<file path="config.mk">
export PLATFORM = sky130hd
export DESIGN_NAME = nes_pad_scan_flat
export DESIGN_NICKNAME = d
export VERILOG_FILES = /design/src/rtl/nes_pad_scan_if.sv /design/src/rtl/nes_pad_scan.sv /design/src/flat_wrapper.sv
export SDC_FILE = /design/constraint.sdc
export NUM_CORES = 1
export LEC_CHECK = 0
export ABC_AREA = 1
export CORE_MARGIN = 2
export CORE_UTILIZATION = 45
export DETAILED_ROUTE_END_ITERATION = 6
export SLEW_MARGIN = 30
export SYNTH_ARGS = -nofsm -noshare
export SYNTH_HDL_FRONTEND = slang
export SYNTH_SLANG_ARGS = --single-unit
</file>
<file path="constraint.sdc">
create_clock -name i_clk -period 10 [get_ports i_clk]
set_input_delay 1.5 -clock i_clk [delete_from_list [all_inputs] [get_ports i_clk]]
set_output_delay 1.5 -clock i_clk [all_outputs]
set_load 0.05 [all_outputs]
</file>
<file path="src/rtl/nes_pad_scan_if.sv">
// Pad bus and joypad vector signals for the serial game-pad scanner.
// Names are from the scanner's point of view (i_ = into scanner, o_ = out of scanner).
interface nes_pad_scan_if;
  logic       i_scan_en;
  logic       o_pad_latch;
  logic       o_pad_clk;
  logic       i_pad_data_1p;
  logic       i_pad_data_2p;
  logic [9:0] o_jp_vec_1p;
  logic [9:0] o_jp_vec_2p;
  logic       o_scan_done;

  modport master (
    input  i_scan_en, i_pad_data_1p, i_pad_data_2p,
    output o_pad_latch, o_pad_clk, o_jp_vec_1p, o_jp_vec_2p, o_scan_done
  );

  modport slave (
    output i_scan_en, i_pad_data_1p, i_pad_data_2p,
    input  o_pad_latch, o_pad_clk, o_jp_vec_1p, o_jp_vec_2p, o_scan_done
  );
endinterface

</file>
<file path="src/rtl/nes_pad_scan.sv">
// Periodic scanner for two SNES-style serial pads: latch, shift 16 bits each,
// debounce across two identical scans and publish 10-bit joypad vectors.
module nes_pad_scan #(
  parameter int unsigned HALF        = 11,
  parameter int unsigned SCAN_PERIOD = 29830
) (
  input  logic           i_clk,
  input  logic           i_rst,
  nes_pad_scan_if.master pad_bus
);
  localparam int unsigned PER_W = $clog2(SCAN_PERIOD);
  localparam int unsigned PH_W  = $clog2(2 * HALF);
  localparam logic [PER_W-1:0] PER_LAST   = PER_W'(SCAN_PERIOD - 1);
  localparam logic [PH_W-1:0]  LATCH_LAST = PH_W'(2 * HALF - 1);
  localparam logic [PH_W-1:0]  HALF_LAST  = PH_W'(HALF - 1);

  typedef enum logic [2:0] {
    S_IDLE, S_LATCH, S_GAP, S_CLK_LO, S_CLK_HI, S_COMPARE
  } state_t;

  state_t           r_state;
  logic [PER_W-1:0] r_per;
  logic [PH_W-1:0]  r_ph;
  logic [3:0]       r_k;
  logic             r_meta_1p, r_sync_1p, r_meta_2p, r_sync_2p;
  logic [15:0]      r_raw_1p, r_raw_2p, r_prev_1p, r_prev_2p;
  logic [9:0]       r_vec_1p, r_vec_2p;
  logic             r_latch, r_pclk, r_done;

  // Raw bit order is the pad's shift order; vector bits are active-high buttons.
  function automatic logic [9:0] f_map(input logic [15:0] raw);
    return ~{raw[1], raw[9], raw[7], raw[6], raw[5], raw[4], raw[3], raw[2], raw[0], raw[8]};
  endfunction

  always_ff @(posedge i_clk or posedge i_rst) begin
    if (i_rst) begin
      r_state   <= S_IDLE;
      r_per     <= '0;
      r_ph      <= '0;
      r_k       <= '0;
      r_meta_1p <= 1'b1;
      r_sync_1p <= 1'b1;
      r_meta_2p <= 1'b1;
      r_sync_2p <= 1'b1;
      r_raw_1p  <= '1;
      r_raw_2p  <= '1;
      r_prev_1p <= '1;
      r_prev_2p <= '1;
      r_vec_1p  <= '0;
      r_vec_2p  <= '0;
      r_latch   <= 1'b0;
      r_pclk    <= 1'b1;
      r_done    <= 1'b0;
    end else begin
      r_meta_1p <= pad_bus.i_pad_data_1p;
      r_sync_1p <= r_meta_1p;
      r_meta_2p <= pad_bus.i_pad_data_2p;
      r_sync_2p <= r_meta_2p;
      r_done    <= 1'b0;
      r_per     <= (r_per == PER_LAST) ? '0 : r_per + 1'b1;

      case (r_state)
        S_IDLE: begin
          // Wraps seen outside IDLE are dropped, so a scan never restarts itself.
          if (r_per == PER_LAST && pad_bus.i_scan_en) begin
            r_state <= S_LATCH;
            r_latch <= 1'b1;
            r_ph    <= '0;
          end
        end
        S_LATCH: begin
          if (r_ph == LATCH_LAST) begin
            r_state <= S_GAP;
            r_latch <= 1'b0;
            r_ph    <= '0;
          end else begin
            r_ph <= r_ph + 1'b1;
          end
        end
        S_GAP: begin
          if (r_ph == HALF_LAST) begin
            r_raw_1p[0] <= r_sync_1p;
            r_raw_2p[0] <= r_sync_2p;
            r_k         <= 4'd1;
            r_state     <= S_CLK_LO;
            r_pclk      <= 1'b0;
            r_ph        <= '0;
          end else begin
            r_ph <= r_ph + 1'b1;
          end
        end
        S_CLK_LO: begin
          if (r_ph == HALF_LAST) begin
            r_state <= S_CLK_HI;
            r_pclk  <= 1'b1;
            r_ph    <= '0;
          end else begin
            r_ph <= r_ph + 1'b1;
          end
        end
        S_CLK_HI: begin
          if (r_ph == HALF_LAST) begin
            r_raw_1p[r_k] <= r_sync_1p;
            r_raw_2p[r_k] <= r_sync_2p;
            r_ph          <= '0;
            if (r_k == 4'd15) begin
              r_state <= S_COMPARE;
            end else begin
              r_k     <= r_k + 1'b1;
              r_state <= S_CLK_LO;
              r_pclk  <= 1'b0;
            end
          end else begin
            r_ph <= r_ph + 1'b1;
          end
        end
        S_COMPARE: begin
          if (r_raw_1p == r_prev_1p) r_vec_1p <= f_map(r_raw_1p);
          if (r_raw_2p == r_prev_2p) r_vec_2p <= f_map(r_raw_2p);
          r_prev_1p <= r_raw_1p;
          r_prev_2p <= r_raw_2p;
          r_done    <= 1'b1;
          r_state   <= S_IDLE;
        end
        default: r_state <= S_IDLE;
      endcase
    end
  end

  assign pad_bus.o_pad_latch = r_latch;
  assign pad_bus.o_pad_clk   = r_pclk;
  assign pad_bus.o_jp_vec_1p = r_vec_1p;
  assign pad_bus.o_jp_vec_2p = r_vec_2p;
  assign pad_bus.o_scan_done = r_done;
endmodule

</file>
<file path="src/flat_wrapper.sv">
// flat-port wrapper written by rule: the top's interface ports become plain ports
module nes_pad_scan_flat 
#(
  parameter int unsigned HALF        = 11,
  parameter int unsigned SCAN_PERIOD = 29830
)
  (i_clk, i_rst, pad_bus_i_scan_en, pad_bus_i_pad_data_1p, pad_bus_i_pad_data_2p, pad_bus_o_pad_latch, pad_bus_o_pad_clk, pad_bus_o_jp_vec_1p, pad_bus_o_jp_vec_2p, pad_bus_o_scan_done);
  nes_pad_scan_if pad_bus_i ();
  input  logic i_clk;
  input  logic i_rst;
  input wire logic [$bits(pad_bus_i.i_scan_en)-1:0] pad_bus_i_scan_en;
  input wire logic [$bits(pad_bus_i.i_pad_data_1p)-1:0] pad_bus_i_pad_data_1p;
  input wire logic [$bits(pad_bus_i.i_pad_data_2p)-1:0] pad_bus_i_pad_data_2p;
  output wire logic [$bits(pad_bus_i.o_pad_latch)-1:0] pad_bus_o_pad_latch;
  output wire logic [$bits(pad_bus_i.o_pad_clk)-1:0] pad_bus_o_pad_clk;
  output wire logic [$bits(pad_bus_i.o_jp_vec_1p)-1:0] pad_bus_o_jp_vec_1p;
  output wire logic [$bits(pad_bus_i.o_jp_vec_2p)-1:0] pad_bus_o_jp_vec_2p;
  output wire logic [$bits(pad_bus_i.o_scan_done)-1:0] pad_bus_o_scan_done;
  assign pad_bus_i.i_scan_en = pad_bus_i_scan_en;
  assign pad_bus_i.i_pad_data_1p = pad_bus_i_pad_data_1p;
  assign pad_bus_i.i_pad_data_2p = pad_bus_i_pad_data_2p;
  assign pad_bus_o_pad_latch = pad_bus_i.o_pad_latch;
  assign pad_bus_o_pad_clk = pad_bus_i.o_pad_clk;
  assign pad_bus_o_jp_vec_1p = pad_bus_i.o_jp_vec_1p;
  assign pad_bus_o_jp_vec_2p = pad_bus_i.o_jp_vec_2p;
  assign pad_bus_o_scan_done = pad_bus_i.o_scan_done;
  nes_pad_scan #(.HALF(HALF), .SCAN_PERIOD(SCAN_PERIOD)) u_core (.i_clk(i_clk), .i_rst(i_rst), .pad_bus(pad_bus_i));
endmodule
</file>
# == Word level (Yosys, flattened, before mapping) ==
# Index checks and enable logic that the tools add are counted.
# op_classes
magnitude_cmp,2
n_mux,35
n_addsub,3
reduce_logical,17
bitwise,2
eq_ne,17
# ops
operator,n
$bwmux 16,2
$eq 16x16->1,2
$not 10->10,2
$mux 3,6
$add 15x1->15 const B,1
$eq 15x15->1 const B,1
$mux 15,1
$mux 5,3
$pmux 3 s5,1
$pmux 5 s3,1
$mux 1,12
$mux 4,3
$ne 2x1->1 const B,5
$reduce_and 5->1,2
$pmux 4 s2,1
$reduce_and 2->1,4
$eq 3x2->1 const B,2
$eq 3x3->1 const B,2
$pmux 1 s2,3
$reduce_and 3->1,2
$reduce_bool 3->1,2
$add 5x1->5 const B,1
$eq 5x4->1 const B,1
$eq 5x5->1 const B,1
other kinds (13),15
# word_totals
register_bits,118
output_inout_bits,23
input_bits,5

# == Depth between registers and ports, before layout ==
# Gate-level depths: netlist of run 1.
# depth
depth_word,7
depth_mapped,9
depth_no_buf,9

# == Least setup slack after synthesis of run 1 ==
# Ideal clock, no wire load.
# synth_path
kind,register -> output
startpoint,reg u_core.r_pclk (netlist: u_core.pad_bus.o_pad_clk)
endpoint,out pad_bus_o_pad_clk
t_arrival_ns,0.661
setup_slack_ns,7.839
path_stages_with_launch,1
required_time_ns,8.500
path_buffers,0
path_cell_list,dfstp_2
# synth_lines
item,line,source
"start, declared",nes_pad_scan.sv:28,"logic r_latch, r_pclk, r_done;"
"start signal, assigned",nes_pad_scan.sv:52,r_pclk <= 1'b1;
"start signal, assigned",nes_pad_scan.sv:86,r_pclk <= 1'b0;
"start signal, assigned",nes_pad_scan.sv:95,r_pclk <= 1'b1;
"end, declared",flat_wrapper.sv:15,output wire logic [$bits(pad_bus_i.o_pad_clk)-1:0] pad_bus_o_pad_clk;
# No word-level cell between the ends.

# == Worst setup path after layout of run 1 ==
# layout_path
startpoint,reg u_core.r_pclk (netlist: u_core.pad_bus.o_pad_clk)
endpoint,out pad_bus_o_pad_clk
# No word-level cell between the ends.

==> results of run 1 <==
-- layout make-up --
cell class                      count  area, µm²
Fill cell                        1165       5770
Tap cell                          172        215
Clock buffer                       24        512
Timing Repair Buffer               28        278
Clock inverter                      8        119
Sequential cell                   118       3040
Multi-Input combinational cell    472       2290
Inverter                           93        352
-- state kept, by name (all words and copies together) (netlist names), 3 cells and up --
register / cells
u_core.pad_bus.o_jp_vec_2p: 10
u_core.r_per: 15
u_core.pad_bus.o_jp_vec_1p: 10
u_core.r_k: 4
u_core.r_state: 3
u_core.r_prev_2p: 16
u_core.r_raw_2p: 16
u_core.r_raw_1p: 16
u_core.r_prev_1p: 16
u_core.r_ph: 5
-- cell usage in the layout, fill, tap and decap left out, types with 2 or more instances in the layout --
master,count
a21oi_1,10
bufinv_16,3
clkbuf_16,17
clkbuf_8,6
clkdlybuf4s50_1,27
clkinv_2,4
dfrtp_1,49
dfstp_2,69
ha_1,9
inv_1,89
inv_2,3
nand2_1,214
nand3_1,46
nand3_2,4
nand3_4,2
nand4_1,25
nor2_1,43
nor2_2,4
nor2_4,2
nor3_1,4
o21ai_0,66
o21ai_1,19
or2_2,2
xnor2_1,7
xor2_1,11
-- stage by stage --
step	setup slack, ns	hold slack [ns]	util, %	std cells	instance area [µm²]
after detailed placement	6.72	0.347	49.1	883	6170
after floorplan	5.49	0.345	-	699	5750
after global routing	6.73	0.355	54.1	915	6800
final	6.77	0.353	54.1	915	6800
after CTS	6.76	0.354	54.1	915	6800
after global placement	6.74	0.348	49.1	883	6170
-- worst paths after layout --
kind                                          startpoint                             to  slack, ns
min in group asynchronous                          i_rst               u_core.r_per[10]       1.60
worst min-delay path                    u_core.r_meta_2p               u_core.r_sync_2p       0.35
max in group asynchronous                          i_rst  u_core.pad_bus.o_jp_vec_2p[8]       7.25
worst max register to register         u_core.r_state[1]  u_core.pad_bus.o_jp_vec_1p[4]       7.61
worst min register to register          u_core.r_meta_2p               u_core.r_sync_2p       0.35
worst max-delay path            u_core.pad_bus.o_pad_clk              pad_bus_o_pad_clk       6.77
-- metal layers --
layer | vias to the layer above | track usage, % | wire [µm]
met5 | - | 0 | 0
met4 | 0 | 5.80 | 162
met3 | 18 | 5.97 | 422
met2 | 79 | 30.4 | 5440
met1 | 2066 | 23.9 | 5400
li1 | 2291 | - | -
-- kinds of logic after synthesis --
logic type / share of synthesized area (%)
xor gates and xnor gates: 2.74
DFF: 52.8
and+or+nand+nor: 26.5
adders and majority gates: 1.96
buffers and inverters: 7.44
AOI/OAI and AO/OA: 8.55
-- where the power goes --
group,switching [W],leakage [nW],internal (W)
clock,0.000205,0.316,0.000430
sequential,0.000000236,1.25,0.000481
combinational,0.0000112,1.26,0.00000177
==> flow_summary_export.csv, run 1 <==
group,metric,value,unit
cts,clk_latency,0.41,ns
cts,htreeDepth,4,
status,status,"completed",
routing,vias,4454,
logic_synthesis,async_flop_share,100,%
layout,drive_gt1_share,16.3,%
worst_setup_path,crit_arrival,1.73,ns
sta,tightest_slew,0.782,ns
worst_hold_path,min_path_type,"register to register",
floorplan,initial_core_util,45.8,%
cts,clkTransAtPathRegs,0.05,ns
sta,slew_headroom,47.7,%
grt,grt-ovfl-total,0,
grt,grt_max_degree,67,
floorplan,num_rows,41,
layout,antenna_cells,0,
routing,dr.pass1.iters,5,
sta,rsz0062_at_grt,"false",
layout,nets,744,
routing,avgViaCountPerCell,4.87,
worst_setup_path,cp_num_cells,1,
worst_setup_path,crit_path_end_kind,"output pin",
power,p_per_area,166,mW/mm²
layout,syn2layout_area_growth,18.2,%
worst_setup_path,rr_worst_depth,8,
floorplan,core,0.0126,mm²
floorplan,ios,28,
placement,dp_hpwl,7.96,mm
logic_synthesis,syn_avg_cell_area,8.23,µm²
placement,port_buffers,27,
routing,routed_wl,11.4,mm
worst_setup_path,critical_path.cell_chain,"clkdlybuf4s50_1",
grt,grt_pass1_wl,19.7,mm
logic_synthesis,synth.area.top_cells,"dfstp_2, dfrtp_1, nand2_1, inv_1, o21ai_0",
worst_setup_path,cp_slowest_cell,"clkdlybuf4s50_1",
sta,fin_tns_setup,0,ns
grt,grt_pass1_vias,4201,
logic_synthesis,ys_warn_count,0,
cts,cts_root_buf,"clkbuf_16",
power,ir_worst_vdd,0.208,mV
logic_synthesis,netlist_instances,699,
cts,numCtsBuffers,17,
logic_synthesis,synthTopCellsByCount,"nand2_1, inv_1, dfstp_2",
routing,ant_nets,0,
worst_setup_path,crit_required,8.50,ns
logic_synthesis,syn_nets,713,
floorplan,die-width,117,µm
sta,setup_viol,0,
grt,track_usage,18.7,%
cts,cts_tree,"built",
worst_setup_path,crit_family,"buffers and inverters",
worst_setup_path,worstSetupPathType,"register to output pin",
job,drv_cap,0,
logic_synthesis,synth-edff-count,0,
cts,post_cts_buffers,0,
floorplan,die_area,0.0137,mm²
logic_synthesis,synthFlopType,"dfstp_2",
logic_synthesis,ys_types,28,
worst_setup_path,max_stage_delay,0.79,ns
routing,drc,0,
worst_setup_path,crit_fanout,2,
cts,cts_resized,0,
worst_setup_path,crit_buf_inv,1,
cts,cts_buffer_depth,2,
routing,drt-initial-drc-count,299,
power,power,0.00113,W
logic_synthesis,syn_area,0.00575,mm²
worst_setup_path,crit_path_start_kind,"register",
sta,slew_viol_final,0,
logic_synthesis,ys_seq_area_share,52.8,%
worst_hold_path,holdPathStages,0,
sta,fin_crit,3.23,ns
power,cellLeakagePower,2.83,nW
cts,clock_sinks,118,
placement,place.gp.congestion,0.897,
cts,ctsHoldBuffers,0,
sta,skew,0.00804,ns
sta,max_freq,310,MHz
logic_synthesis,post-synth-top-count-cell,"nand2_1",
sta,timing.final.crit_share,32.3,%
logic_synthesis,synth_top_area_cell,"dfstp_2",
routing,avgRoutedWirePerCell,12.5,µm
sta,hold_viol_final,0,
logic_synthesis,synth-seq-cells,118,
logic_synthesis,netlist.area_leader.share,31.5,%
floorplan,die_h,117,µm
grt,grt_antenna_before_repair,0,
Note: power is estimated with default switching activity, not from simulation.
==> run 2: changes to the inputs <==
clock period = 2.86 ns   (was 10 ns; I/O delays follow)
==> run 2 against run 1 <==
Power rose to 3.4 times the previous value. Wire length up 3.9%. Non-clock buffer count is 7 higher. Critical path depth did not move. Via count rose by 0.85%. Sequential share of layout area fell by 0.22 points. Count of clock-buffer cells in the layout is 2 lower. Final cell count up 0.77%. Cell area is 0.50% higher. Flip-flop and latch count unchanged. Register-to-register slack worse by 6.9 ns. Critical path type unchanged.
==> flow_summary_export.csv, run 2 (synthesis gave the netlist of run 1 again) <==
group,metric,value,unit
floorplan,die_area,0.0137,mm²
worst_setup_path,crit_arrival,1.75,ns
power,p_per_area,559,mW/mm²
sta,fin_crit,2.18,ns
sta,setup_viol,0,
floorplan,num_rows,41,
sta,hold_viol_final,0,
layout,antenna_cells,0,
sta,tightest_slew,0.687,ns
worst_setup_path,worstSetupPathType,"register to output pin",
sta,timing.final.crit_share,76.2,%
cts,cts_buffer_depth,2,
cts,post_cts_buffers,0,
grt,grt_antenna_before_repair,0,
placement,place.gp.congestion,0.837,
floorplan,ios,28,
worst_setup_path,crit_required,2.43,ns
layout,final_common_cell,"nand2_1",
layout,final_cell_mix,"nand2_1, inv_1, dfstp_2",
worst_setup_path,max_stage_delay,0.80,ns
grt,grt_pass1_vias,4321,
sta,slew_headroom,54.1,%
cts,clkTransAtPathRegs,0.05,ns
placement,dp_hpwl,8.44,mm
floorplan,die_h,117,µm
worst_setup_path,cp_slowest_cell,"clkdlybuf4s50_1",
floorplan,initial_core_util,45.8,%
worst_setup_path,crit_buf_inv,1,
cts,htreeDepth,4,
worst_setup_path,crit_path_end_kind,"output pin",
grt,grt_pass1_wl,20.4,mm
cts,cts_root_buf,"clkbuf_16",
floorplan,die-width,117,µm
layout,final_cells,922,
job,drv_cap,0,
floorplan,core,0.0126,mm²
sta,hold_ws,0.354,ns
cts,ctsHoldBuffers,0,
power,cellLeakagePower,2.84,nW
worst_setup_path,timing.rr.start,"u_core.r_state[1]",
status,status,"completed",
sta,slew_viol_final,0,
worst_setup_path,crit_family,"buffers and inverters",
worst_hold_path,min_path_type,"register to register",
sta,rsz0062_at_grt,"false",
worst_hold_path,min-delay-start,"u_core.r_meta_1p",
routing,avgViaCountPerCell,4.87,
sta,fin_tns_setup,0,ns
layout,syn2layout_area_growth,18.8,%
sta,skew,0.00888,ns
routing,routed_wl,11.9,mm
worst_setup_path,critical_path.cell_chain,"clkdlybuf4s50_1",
worst_setup_path,crit_fanout,2,
grt,grt_max_degree,62,
routing,ant_nets,0,
sta,max_freq,459,MHz
cts,cts_resized,0,
worst_setup_path,crit_path_start_kind,"register",
grt,track_usage,19.5,%
cts,cts_tree,"built",
layout,drive_gt1_share,16.9,%
layout,nets,751,
cts,clock_sinks,118,
routing,vias,4492,
placement,port_buffers,27,
grt,grt-ovfl-total,0,
routing,drt-initial-drc-count,315,
routing,avgRoutedWirePerCell,12.9,µm
placement,dp.cells,890,
cts,numCtsBuffers,17,
cts,clk_latency,0.41,ns
layout,num-fill-cells,1166,
routing,drc,0,
worst_setup_path,startpoint,"u_core.pad_bus.o_pad_clk",
routing,dr.pass1.iters,5,
power,ir_worst_vdd,0.409,mV
run 2: stage by stage:
step / power [W] / utilization [%] / setup slack [ns] / instance area (µm²)
floorplan: 0.00174 / - / 1.05 / 5760
global placement: 0.00176 / 49.7 / 0.802 / 6250
detailed placement: 0.00176 / 49.7 / 0.749 / 6250
CTS: 0.00387 / 54.4 / 0.670 / 6830
global route: 0.00395 / 54.4 / 0.491 / 6830
finish: 0.00382 / 54.4 / 0.680 / 6830
run 2: final cells by class:
cell class	instances	area (µm²)	area share, %
Inverter	93	353	5.16
Tap cell	172	215	3.15
Clock inverter	10	100	1.46
Timing Repair Buffer	35	355	5.20
Multi-Input combinational cell	472	2290	33.4
Sequential cell	118	3040	44.5
Clock buffer	22	485	7.10
run 2: metal layers:
| metal | part of all wire [%] | GRT usage, % | vias to the layer above |
|---|---|---|---|
| li1 | - | - | 2311 |
| met1 | 47 | 25.4 | 2093 |
| met2 | 47 | 31.1 | 69 |
| met3 | 3.9 | 5.15 | 19 |
| met4 | 2.0 | 8.00 | 0 |
| met5 | 0 | 0 | - |
run 2: power breakdown:
group          internal [W]  switching [W]  leakage, nW
Clock               0.00137       0.000720        0.298
Sequential          0.00168    0.000000689         1.25
Combinational     0.0000108      0.0000400         1.30
Total               0.00306       0.000761         2.84
run 2: final timing paths:
kind / slack (ns) / depth (start not counted) / end
worst max-delay path: 0.68 / 1 / pad_bus_o_pad_clk
worst min-delay path: 0.35 / 0 / u_core.r_sync_1p
worst max register to register: 0.75 / 9 / u_core.pad_bus.o_jp_vec_1p[7]
worst min register to register: 0.35 / 0 / u_core.r_sync_1p
max in group asynchronous: 1.62 / 3 / u_core.r_raw_2p[9]
min in group asynchronous: 0.48 / 2 / u_core.pad_bus.o_jp_vec_1p[3]
==> run 3: changes to the inputs <==
clock period = 1.8 ns   (was 2.86 ns; I/O delays follow)
==> run 3 against run 2 <==
Combinational power increased by 54%. Register-to-register slack worse by 0.58 ns. Non-clock buffer count up 3. Power increased by 55%. Critical path type is now register to register. Clock power is 52% higher. Sequential share of layout area increased by 0.30 points. First-iteration DRC count shrank 1.3%. Via count barely moved. Clock skew is 0.0014 ns lower. Utilization shrank 0.37 points.
==> flow_summary_export.csv, run 3 (synthesis gave the netlist of run 1 again) <==
group,metric,value,unit
status,status,"completed",
cts,cts_root_buf,"clkbuf_16",
cts,htreeDepth,4,
routing,vias,4493,
floorplan,initial_core_util,45.8,%
worst_setup_path,crit_required,2.13,ns
grt,track_usage,19.2,%
routing,avgViaCountPerCell,4.86,
power,cellLeakagePower,2.79,nW
power,pwr-share-seq,45.1,%
cts,numCtsBuffers,17,
cts,clk_latency,0.41,ns
cts,ctsHoldBuffers,0,
worst_setup_path,crit_path_end_kind,"register",
placement,dp_hpwl,8.36,mm
sta,fin_crit,1.63,ns
floorplan,die_area,0.0137,mm²
sta,rsz0062_at_grt,"false",
placement,port_buffers,27,
cts,cts_buffer_depth,2,
power,ir_worst_vdd,0.632,mV
sta,skew,0.00749,ns
cts,cts_tree,"built",
grt,grt_antenna_before_repair,0,
layout,antenna_cells,0,
routing,drc,0,
layout,final_cell_mix,"nand2_1, inv_1, dfstp_2",
sta,setup_viol,0,
routing,routed_wl,11.7,mm
worst_setup_path,crit_path_start_kind,"register",
sta,timing.final.crit_share,90.3,%
placement,dp.cells,893,
job,drv_cap,0,
worst_setup_path,r2r_slack,0.17,ns
worst_hold_path,min_path_type,"primary input to register",
routing,avgRoutedWirePerCell,12.7,µm
layout,drive_gt1_share,16.9,%
cts,post_cts_buffers,0,
power,p_per_area,873,mW/mm²
sta,hold_viol_final,0,
sta,slew_viol_final,0,
grt,grt_max_degree,94,
grt,grt_pass1_vias,4261,
layout,final_common_cell,"nand2_1",
cts,clock_sinks,118,
routing,ant_nets,0,
power,p_sw,0.00116,W
floorplan,die-width,117,µm
sta,fin_tns_setup,0,ns
floorplan,ios,28,
worst_setup_path,rr_worst_depth,8,
worst_setup_path,worstSetupPathType,"register to register",
power,p_int,0.00476,W
routing,drt-initial-drc-count,311,
sta,slew_headroom,65.4,%
worst_hold_path,holdPathStages,1,
worst_setup_path,crit_fanout,16,
cts,clkTransAtPathRegs,0.05,ns
sta,tightest_slew,0.518,ns
grt,grt_pass1_wl,20.3,mm
grt,grt-ovfl-total,0,
power,power_frac_clock,53.6,%
layout,final_cells,925,
power,swShare,19.6,%
layout,nets,754,
placement,place.gp.congestion,0.877,
sta,max_freq,615,MHz
layout,syn2layout_area_growth,18.0,%
routing,dr.pass1.iters,5,
floorplan,die_h,117,µm
power,combPwrFrac,1.3,%
floorplan,core,0.0126,mm²
worst_setup_path,crit_arrival,1.95,ns
floorplan,num_rows,41,
## run 3: final cells by class
type / count / area (µm²)
Fill cell: 1172 / 5780
Sequential cell: 118 / 3040
Multi-Input combinational cell: 472 / 2290
Clock buffer: 29 / 520
Inverter: 93 / 353
Timing Repair Buffer: 38 / 334
Tap cell: 172 / 215
Clock inverter: 3 / 40.0
## run 3: timing repair
action / 4_1_cts / 5_1_grt
endpoints found under the setup margin: 21 / 0
gates resized for setup: 21 / 0
endpoints found under the hold margin: 0 / 0
## run 3: metal layers
layer,global-route usage [%],part of all wire [%]
met3,5.56,3.5
met1,25.4,48
met5,0,0
met4,6.98,1.2
met2,30.4,47
## run 3: path summary, 6_finish.rpt
| kind | startpoint | endpoint |
|---|---|---|
| setup / recovery | u_core.r_ph[0] | u_core.r_k[0] |
| hold / removal | pad_bus_i_pad_data_1p | u_core.r_meta_1p |
| setup reg to reg | u_core.r_ph[0] | u_core.r_k[0] |
| hold reg to reg | u_core.r_meta_1p | u_core.r_sync_1p |
| max in group asynchronous | i_rst | u_core.r_raw_1p[6] |
| min in group asynchronous | i_rst | u_core.r_per[13] |
## run 3: worst max-delay path: stages (launching register included)
cell and delay [ns]:
dfrtp_1 0.43, inv_1 0.08, ha_1 0.15, nand3_2 0.10
nor2_4 0.29, nor2_1 0.13, nor2_4 0.16, o21ai_0 0.11
o21ai_0 0.09
## run 3: metrics by stage
| step | hold WS [ns] | instance area (µm²) | total power (W) | utilization [%] | setup slack [ns] |
|---|---|---|---|---|---|
| floorplan | 0.274 | 5760 | 0.00276 | - | 0.145 |
| finish | 0.269 | 6790 | 0.00593 | 54.0 | 0.174 |
| detailed placement | 0.347 | 6250 | 0.00280 | 49.8 | 0.167 |
| global placement | 0.347 | 6250 | 0.00279 | 49.8 | 0.221 |
| global route | 0.253 | 6790 | 0.00612 | 54.0 | 0.0139 |
| CTS | 0.252 | 6790 | 0.00601 | 54.0 | 0.158 |
## run 3: power groups by stage
| stage | sequential (W) | combinational [W] | clock [W] |
|---|---|---|---|
| final | 0.00267 | 0.0000781 | 0.00317 |
| after global routing | 0.00267 | 0.0000923 | 0.00336 |
| after CTS | 0.00267 | 0.0000839 | 0.00325 |
| after detailed placement | 0.00271 | 0.0000836 | 0 |
| after global placement | 0.00271 | 0.0000823 | 0 |
| after floorplan | 0.00271 | 0.0000456 | 0 |
